===== src/rtl/sm_pkg.sv =====
// Shared types and sign-magnitude ordering helpers for the stream min/max tracker.
package sm_pkg;

   typedef enum logic [1:0] {
      IDLE,
      ACCUM,
      HOLD
   } sm_state_t;

   // Helpers work on magnitudes zero-extended to this width.
   localparam int SM_MAXW = 64;
   localparam int SM_MW   = SM_MAXW - 1;

   function automatic int sm_sign_pos(input int w);
      return w - 1;
   endfunction

   function automatic int sm_mag_msb(input int w);
      return w - 2;
   endfunction

   // A zero magnitude is never negative, so -0 and +0 collapse.
   function automatic logic sm_neg(
      input logic             s,
      input logic [SM_MW-1:0] m
   );
      return s && (m != '0);
   endfunction

   function automatic logic sm_gt(
      input logic             sa,
      input logic [SM_MW-1:0] ma,
      input logic             sb,
      input logic [SM_MW-1:0] mb
   );
      logic na;
      logic nb;
      logic r;
      na = sm_neg(sa, ma);
      nb = sm_neg(sb, mb);
      if (na != nb) r = nb;
      else if (na)  r = (ma < mb);
      else          r = (ma > mb);
      return r;
   endfunction

   function automatic logic sm_eq(
      input logic             sa,
      input logic [SM_MW-1:0] ma,
      input logic             sb,
      input logic [SM_MW-1:0] mb
   );
      return (sm_neg(sa, ma) == sm_neg(sb, mb)) && (ma == mb);
   endfunction

endpackage


===== src/rtl/sm_cmp.sv =====
// Combinational sign-magnitude comparator: gt = (a > b), eq = (a == b).
module sm_cmp
   import sm_pkg::*;
#(
   parameter int W = 8
) (
   input  logic [W-1:0] a,
   input  logic [W-1:0] b,
   output logic         gt,
   output logic         eq
);

   localparam int SB = sm_sign_pos(W);
   localparam int MB = sm_mag_msb(W);

   logic [SM_MW-1:0] ma;
   logic [SM_MW-1:0] mb;

   assign ma = SM_MW'(a[MB:0]);
   assign mb = SM_MW'(b[MB:0]);

   assign gt = sm_gt(a[SB], ma, b[SB], mb);
   assign eq = sm_eq(a[SB], ma, b[SB], mb);

endmodule


===== src/rtl/sm_stream_minmax.sv =====
// Framed sign-magnitude running max/min tracker with held result handshake.
// Optional frame counter output enabled by defining SM_FRAME_CNT_EN.
module sm_stream_minmax
   import sm_pkg::*;
#(
   parameter  int W       = 8,
   parameter  int MAX_LEN = 16,
   localparam int IW      = (MAX_LEN > 1) ? $clog2(MAX_LEN) : 1,
   localparam int CW      = $clog2(MAX_LEN + 1)
) (
   input  logic          clk,
   input  logic          rst_n,
   input  logic          in_valid,
   output logic          in_ready,
   input  logic [W-1:0]  in_data,
   input  logic          in_last,
   output logic          out_valid,
   input  logic          out_ready,
   output logic [W-1:0]  out_max,
   output logic [IW-1:0] out_max_idx,
   output logic [W-1:0]  out_min,
   output logic [IW-1:0] out_min_idx,
   output logic [CW-1:0] out_count,
`ifdef SM_FRAME_CNT_EN
   output logic [15:0]   out_frame_id,
`endif
   output logic          out_ovf
);

   localparam logic [CW-1:0] LEN_M1 = CW'(MAX_LEN - 1);
   localparam logic [CW-1:0] ONE    = CW'(1);

   sm_state_t     state_q, state_d;
   logic [W-1:0]  max_q, max_d;
   logic [W-1:0]  min_q, min_d;
   logic [IW-1:0] max_idx_q, max_idx_d;
   logic [IW-1:0] min_idx_q, min_idx_d;
   logic [CW-1:0] cnt_q, cnt_d;
   logic          ovf_q, ovf_d;

   logic acc;
   logic max_gt, max_eq;
   logic min_gt, min_eq;
   logic min_lt;

   sm_cmp #(.W(W)) u_cmp_max (
      .a  (in_data),
      .b  (max_q),
      .gt (max_gt),
      .eq (max_eq)
   );

   sm_cmp #(.W(W)) u_cmp_min (
      .a  (in_data),
      .b  (min_q),
      .gt (min_gt),
      .eq (min_eq)
   );

   assign min_lt    = !min_gt && !min_eq;
   assign in_ready  = (state_q != HOLD);
   assign out_valid = (state_q == HOLD);
   assign acc       = in_valid && in_ready;

   always_comb begin
      state_d   = state_q;
      max_d     = max_q;
      min_d     = min_q;
      max_idx_d = max_idx_q;
      min_idx_d = min_idx_q;
      cnt_d     = cnt_q;
      ovf_d     = ovf_q;
      unique case (state_q)
         IDLE: begin
            if (acc) begin
               max_d     = in_data;
               min_d     = in_data;
               max_idx_d = '0;
               min_idx_d = '0;
               cnt_d     = ONE;
               ovf_d     = 1'b0;
               if (in_last || MAX_LEN == 1) begin
                  state_d = HOLD;
                  ovf_d   = !in_last;
               end else begin
                  state_d = ACCUM;
               end
            end
         end
         ACCUM: begin
            if (acc) begin
               // Strict compares keep the first occurrence on ties.
               if (max_gt && !max_eq) begin
                  max_d     = in_data;
                  max_idx_d = cnt_q[IW-1:0];
               end
               if (min_lt) begin
                  min_d     = in_data;
                  min_idx_d = cnt_q[IW-1:0];
               end
               cnt_d = cnt_q + ONE;
               if (in_last || cnt_q == LEN_M1) begin
                  state_d = HOLD;
                  ovf_d   = !in_last;
               end
            end
         end
         HOLD: begin
            if (out_ready) state_d = IDLE;
         end
         default: state_d = IDLE;
      endcase
   end

   always_ff @(posedge clk or negedge rst_n) begin
      if (!rst_n) begin
         state_q   <= IDLE;
         max_q     <= '0;
         min_q     <= '0;
         max_idx_q <= '0;
         min_idx_q <= '0;
         cnt_q     <= '0;
         ovf_q     <= 1'b0;
      end else begin
         state_q   <= state_d;
         max_q     <= max_d;
         min_q     <= min_d;
         max_idx_q <= max_idx_d;
         min_idx_q <= min_idx_d;
         cnt_q     <= cnt_d;
         ovf_q     <= ovf_d;
      end
   end

   assign out_max     = max_q;
   assign out_min     = min_q;
   assign out_max_idx = max_idx_q;
   assign out_min_idx = min_idx_q;
   assign out_count   = cnt_q;
   assign out_ovf     = ovf_q;

`ifdef SM_FRAME_CNT_EN
   logic [15:0] fid_q;

   always_ff @(posedge clk or negedge rst_n) begin
      if (!rst_n)                      fid_q <= '0;
      else if (out_valid && out_ready) fid_q <= fid_q + 16'd1;
   end

   assign out_frame_id = fid_q;
`endif

endmodule


===== config.mk =====
export PLATFORM = sky130hd
export DESIGN_NAME = sm_stream_minmax
export DESIGN_NICKNAME = d
export VERILOG_FILES = /design/src/rtl/sm_pkg.sv /design/src/rtl/sm_cmp.sv /design/src/rtl/sm_stream_minmax.sv
export SDC_FILE = /design/constraint.sdc
export NUM_CORES = 1
export LEC_CHECK = 0
export BUFFER_PORTS_ARGS = -buffer_cell sky130_fd_sc_hd__buf_4
export CORE_ASPECT_RATIO = 0.5
export CORE_MARGIN = 2
export CORE_UTILIZATION = 53
export CTS_BUF_LIST = sky130_fd_sc_hd__clkbuf_8 sky130_fd_sc_hd__clkbuf_16
export DETAILED_ROUTE_END_ITERATION = 10
export MAX_ROUTING_LAYER = met4
export PLACE_DENSITY = 0.76
export SKIP_LAST_GASP = 1
export SYNTH_ARGS = -nofsm -noshare
export SYNTH_HDL_FRONTEND = slang
export SYNTH_SLANG_ARGS = --single-unit

===== constraint.sdc =====
create_clock -name clk -period 2.9 [get_ports clk]
set_clock_uncertainty 0.2 [all_clocks]
set_input_delay 0.435 -clock clk [delete_from_list [all_inputs] [get_ports clk]]
set_output_delay 0.435 -clock clk [all_outputs]
set_load 0.05 [all_outputs]

# After elaboration in Yosys (flattened, before gate mapping)
# Cells that the tools add are included.
# word_totals
reg_bits	32
out_inout_bits	32
elab_cells	83
# op_classes
n_addsub	1
n_lt_le_gt_ge	4
n_eq_ne	16
n_mux	32
reduce_logical	23
# ops
operator	n
nonzero test 63 bit	3
2-to-1 mux 8 bit	5
case mux 8 bit (2 select lines)	2
2-to-1 mux 4 bit	5
case mux 4 bit (2 select lines)	2
AND reduction 4 bit	4
== test 7 bit	2
greater-than comparator 7 bit	2
less-than comparator 7 bit	2
!= test 2 bit, second input constant	6
2-to-1 mux 2 bit	5
2-to-1 mux 5 bit	2
case mux 5 bit (2 select lines)	1
logical AND 1 bit	8
2-to-1 mux 1 bit	8
case mux 2 bit (3 select lines)	1
adder 5 x 1 -> 5 bit, second input constant	1
== test 5 x 4 -> 1 bit, second input constant	1
zero test 1 bit	4
AND reduction 3 bit	1
== test 1 bit	2
== test 2 x 1 -> 1 bit, second input constant	1
== test 2 bit, second input constant	1
zero test 2 bit	1
5 further kinds	6

# Longest topological paths before layout
# depth
ltp_word	9
ltp_mapped	8

# Modules after synthesis
# Synthesis repeated with hierarchy kept, for this count alone.
# unflattened
cells_unflattened	164
hier_area_um2	1913.1
# by_module_without_submodules
module	instances	cells_each	area_per_inst_um2	seq_area_each_um2
sm_stream_minmax	1	100	1392.6	800.8
sm_cmp	2	32	260.2	0.0

# Worst setup path before layout
# Ideal clock, no wire load.
# synth_path
path_type	flip-flop to flip-flop
start	reg max_q[6], in the netlist out_max[6]
end	reg max_q[0], in the netlist out_max[0]
setup_ns	0.128
arrival_ns	2.367
path_slack_ns	0.205
stages_incl_launch_ff	7
period_less_slack_ns	2.695
path_cell_list	dfrtp_1 or4_1 o41ai_1 o21ai_1 a211oi_2 buf_4 mux2_1
# synth_via
elab_chain_len	8
# synth_rtl
item	line	text
from (decl)	sm_stream_minmax.sv:34	logic [W-1:0] max_q, max_d;
from (signal assigned)	sm_stream_minmax.sv:126	max_q <= max_d;
branches (longest 5 deep; another with greater-than comparator 7 bit)	--	
logical AND 1 bit *	sm_stream_minmax.sv:93	if (max_gt && !max_eq) begin
!= test 2 bit (no line) *	--	
AND reduction 4 bit (no line) *	--	
# Mark *: on every way between the ends.
# A chain may end at the register's enable or synchronous reset.

# Worst setup path in the final report
# layout_path
start	reg max_q[6], in the netlist out_max[6]
end	reg max_q[3], in the netlist out_max[3]
# Same word-level chain as after synthesis.

==> results.md <==
- Status: finished, final reports clean
- Cells after synthesis: 159
- Pre-Repair DR Iteration Count: 4
- Post-synth top flop: dfrtp_1
- Final WL: 4.15 mm
- Critical Path Fanout Max: 8
- Setup violators final: 0
- Starting Density: 54.4%
- Clk root buf: clkbuf_8
- WS Path Type: register to register
- Ant. Diodes: 0
- Fin Setup TNS: 0 ns
- Leading cell type by number of instances after synthesis: dfrtp_1
- Pin count of the biggest net entering global routing: 33
- Clock Latency Late Sink: 0.28 ns
- Slew Limit Fails: 0
- Worst vdd ir: 569 uV
- Final hold vios: 0
- Clk slew on worst S/H paths: 0.07 ns
- Synth cell types: 36
- Post-synth top area share: 43.8%
- Max_slew headroom: 63.7%
- Vias/cell: 5.53
- CTS tree: built
- Count of flip-flops with a built-in enable after synthesis: 0
- Avg Cell Area, Syn: 11.5 sq um
- GRT Util Overall: 23.2%
- Core area: 3360 sq um
- DR vias: 1,411
- Area Overhead vs Synth: 28.0%
- CP Data Arrival Time: 2.73 ns
- Top Ports: 45
- Antenna Violating Nets Remaining: 0
- Slew @ Worst Pin: 0.537 ns
- Max-cap violation count: 0
- DR WL/cell: 16.3 microns
- Startpoint Class: register
- Final worst path period share: 95.1%
- Number of CTS-inserted buffers: 5
- Post-synth ARST share: 100%
- Fmax: 0.362 GHz
- Mapped Area: 1830 sq um
- Clk buf depth: 2
- Initial antenna violation count: 0
- Share of layout cells above drive strength 1: 33.8%
- Setup bufs post-CTS: 0
- CP endpoint kind: register
- Static leakage: 1.21 nW
- Critical Path RT: 2.87 ns
- GRT Residual Overflow: 0
- Synth Net Count: 188
- Vias in the first global route: 1,448
- Gates resized, CTS repair: 0
- Ranking of synthesized cells by area: dfrtp_1, ha_1, mux2_4, mux2_1, inv_1
- Number of port buffers: 44
- Fin crit period: 2.76 ns
- Synth warnings: 0
- DIE AREA: 3960 sq um
- Sequential area share after synthesis: 43.8%
- Rows: 15
- Synthesis-stage register bit count: 32
- Final core occ: 69.6%
- Initial drt markers: 72
- CTS sink cnt: 32
- Final GP Congestion: 0.793
- Synth area leader: dfrtp_1
- Chip width: 87.1 microns
- Final HPWL DP: 3.08 mm
- RSZ-0062 raised after global routing: false
- Nets: 241
- CTS H-tree depth: 2
- Die height: 45.5 microns
- First-pass GRT wire length: 6.75 mm
- Power per cell area: 1190 nW/um^2
- Number of fill cells in the layout: 271
- Top cells by count, synth: dfrtp_1, ha_1, inv_1, mux2_1, mux2_4
- Drt drc: 0
- Hold crit path type: input pin to register
per-layer routing:
metal  vias to the layer above  GRT usage [%]  wire (microns)
li1                        687              -               -
met1                       690           29.1            1970
met2                        29           38.9            2000
met3                         5           5.80             145
met4                         0           5.00              36
met5                         -              -               0
cell usage in the layout (no fill, tap or decap), types with 3 or more instances in the layout:
cell,n
inv_1,16
buf_4,49
nand3b_1,3
dfrtp_1,32
nand2_1,5
mux2_2,4
o21ai_0,7
a211oi_1,3
nor2b_1,3
nand2b_1,3
a21oi_1,6
ha_1,16
clkbuf_8,5
and2_1,4
mux2_4,10
nand3_1,5
mux2_1,10
worst max-delay path, cell delays in order, from the launching register on:
cell	delay, ns
dfrtp_1	0.41
or4_1	0.53
o41ai_1	0.47
o21ai_1	0.17
a211oi_2	0.30
buf_4	0.22
mux2_1	0.33
final timing paths:
kind	slack (ns)	end	from	depth (start not counted)
setup reg to reg	0.14	out_max[3]	out_max[6]	6
setup / recovery	0.14	out_max[3]	out_max[6]	6
hold / removal	0.15	state_q[1]	out_ready	2
hold reg to reg	0.30	out_max_idx[1]	out_max_idx[1]	1
min in group asynchronous	0.43	out_min_idx[2]	rst_n	2
max in group asynchronous	1.76	out_min_idx[0]	rst_n	2
sequential cells by signal, summed over array words and instances, names as in the netlist:
| register | flops |
|---|---|
| out_min_idx | 4 |
| out_max_idx | 4 |
| out_ovf | 1 |
| state_q | 2 |
| out_count | 5 |
| out_min | 8 |
| out_max | 8 |
area by class of cell:
class / count / area [sq um] / share of cell area, %
multi-input combinational: 108 / 945 / 40.4
clock buffer: 5 / 68.8 / 2.94
sequential: 32 / 801 / 34.2
clock inverter: 3 / 38.8 / 1.66
timing repair buffer: 50 / 378 / 16.1
tap: 42 / 52.6 / 2.25
inverter: 15 / 56.3 / 2.41
repair_timing:
item | 4_1_cts | 5_1_grt
hold endpoints to repair | 32 | 0
setup endpoints to repair | 0 | 0
hold buffers | 1 | 0
report_power, final:
group	internal (W)	total [W]	switching, W
clock network	0.000251	0.000419	0.000168
registers	0.000615	0.000803	0.000188
logic	0.000581	0.00157	0.000990
cell families (layout without fill, tap and decap cells):
logic type / after synthesis / count (layout) / share of synthesized area [%]
AOI/OAI and AO/OA: 34 / 34 / 13.1
and+or+nand+nor: 34 / 34 / 10.8
DFF: 32 / 32 / 43.8
muxes: 24 / 24 / 16.8
buffers and inverters: 19 / 73 / 4.52
adders and majority gates: 16 / 16 / 11.0
through the flow:
step	total power [W]	std cells	hold slack (ns)	area (sq um)	setup slack, ns
after floorplan	0.00190	159	-0.0606	1830	0.205
after global placement	0.00233	246	0.193	2220	0.195
after detailed placement	0.00238	246	0.203	2220	0.124
after CTS	0.00281	255	0.140	2340	0.164
after global routing	0.00295	255	0.143	2340	0.0336
final	0.00279	255	0.146	2340	0.141
Note: power is estimated with default switching activity, not from simulation.
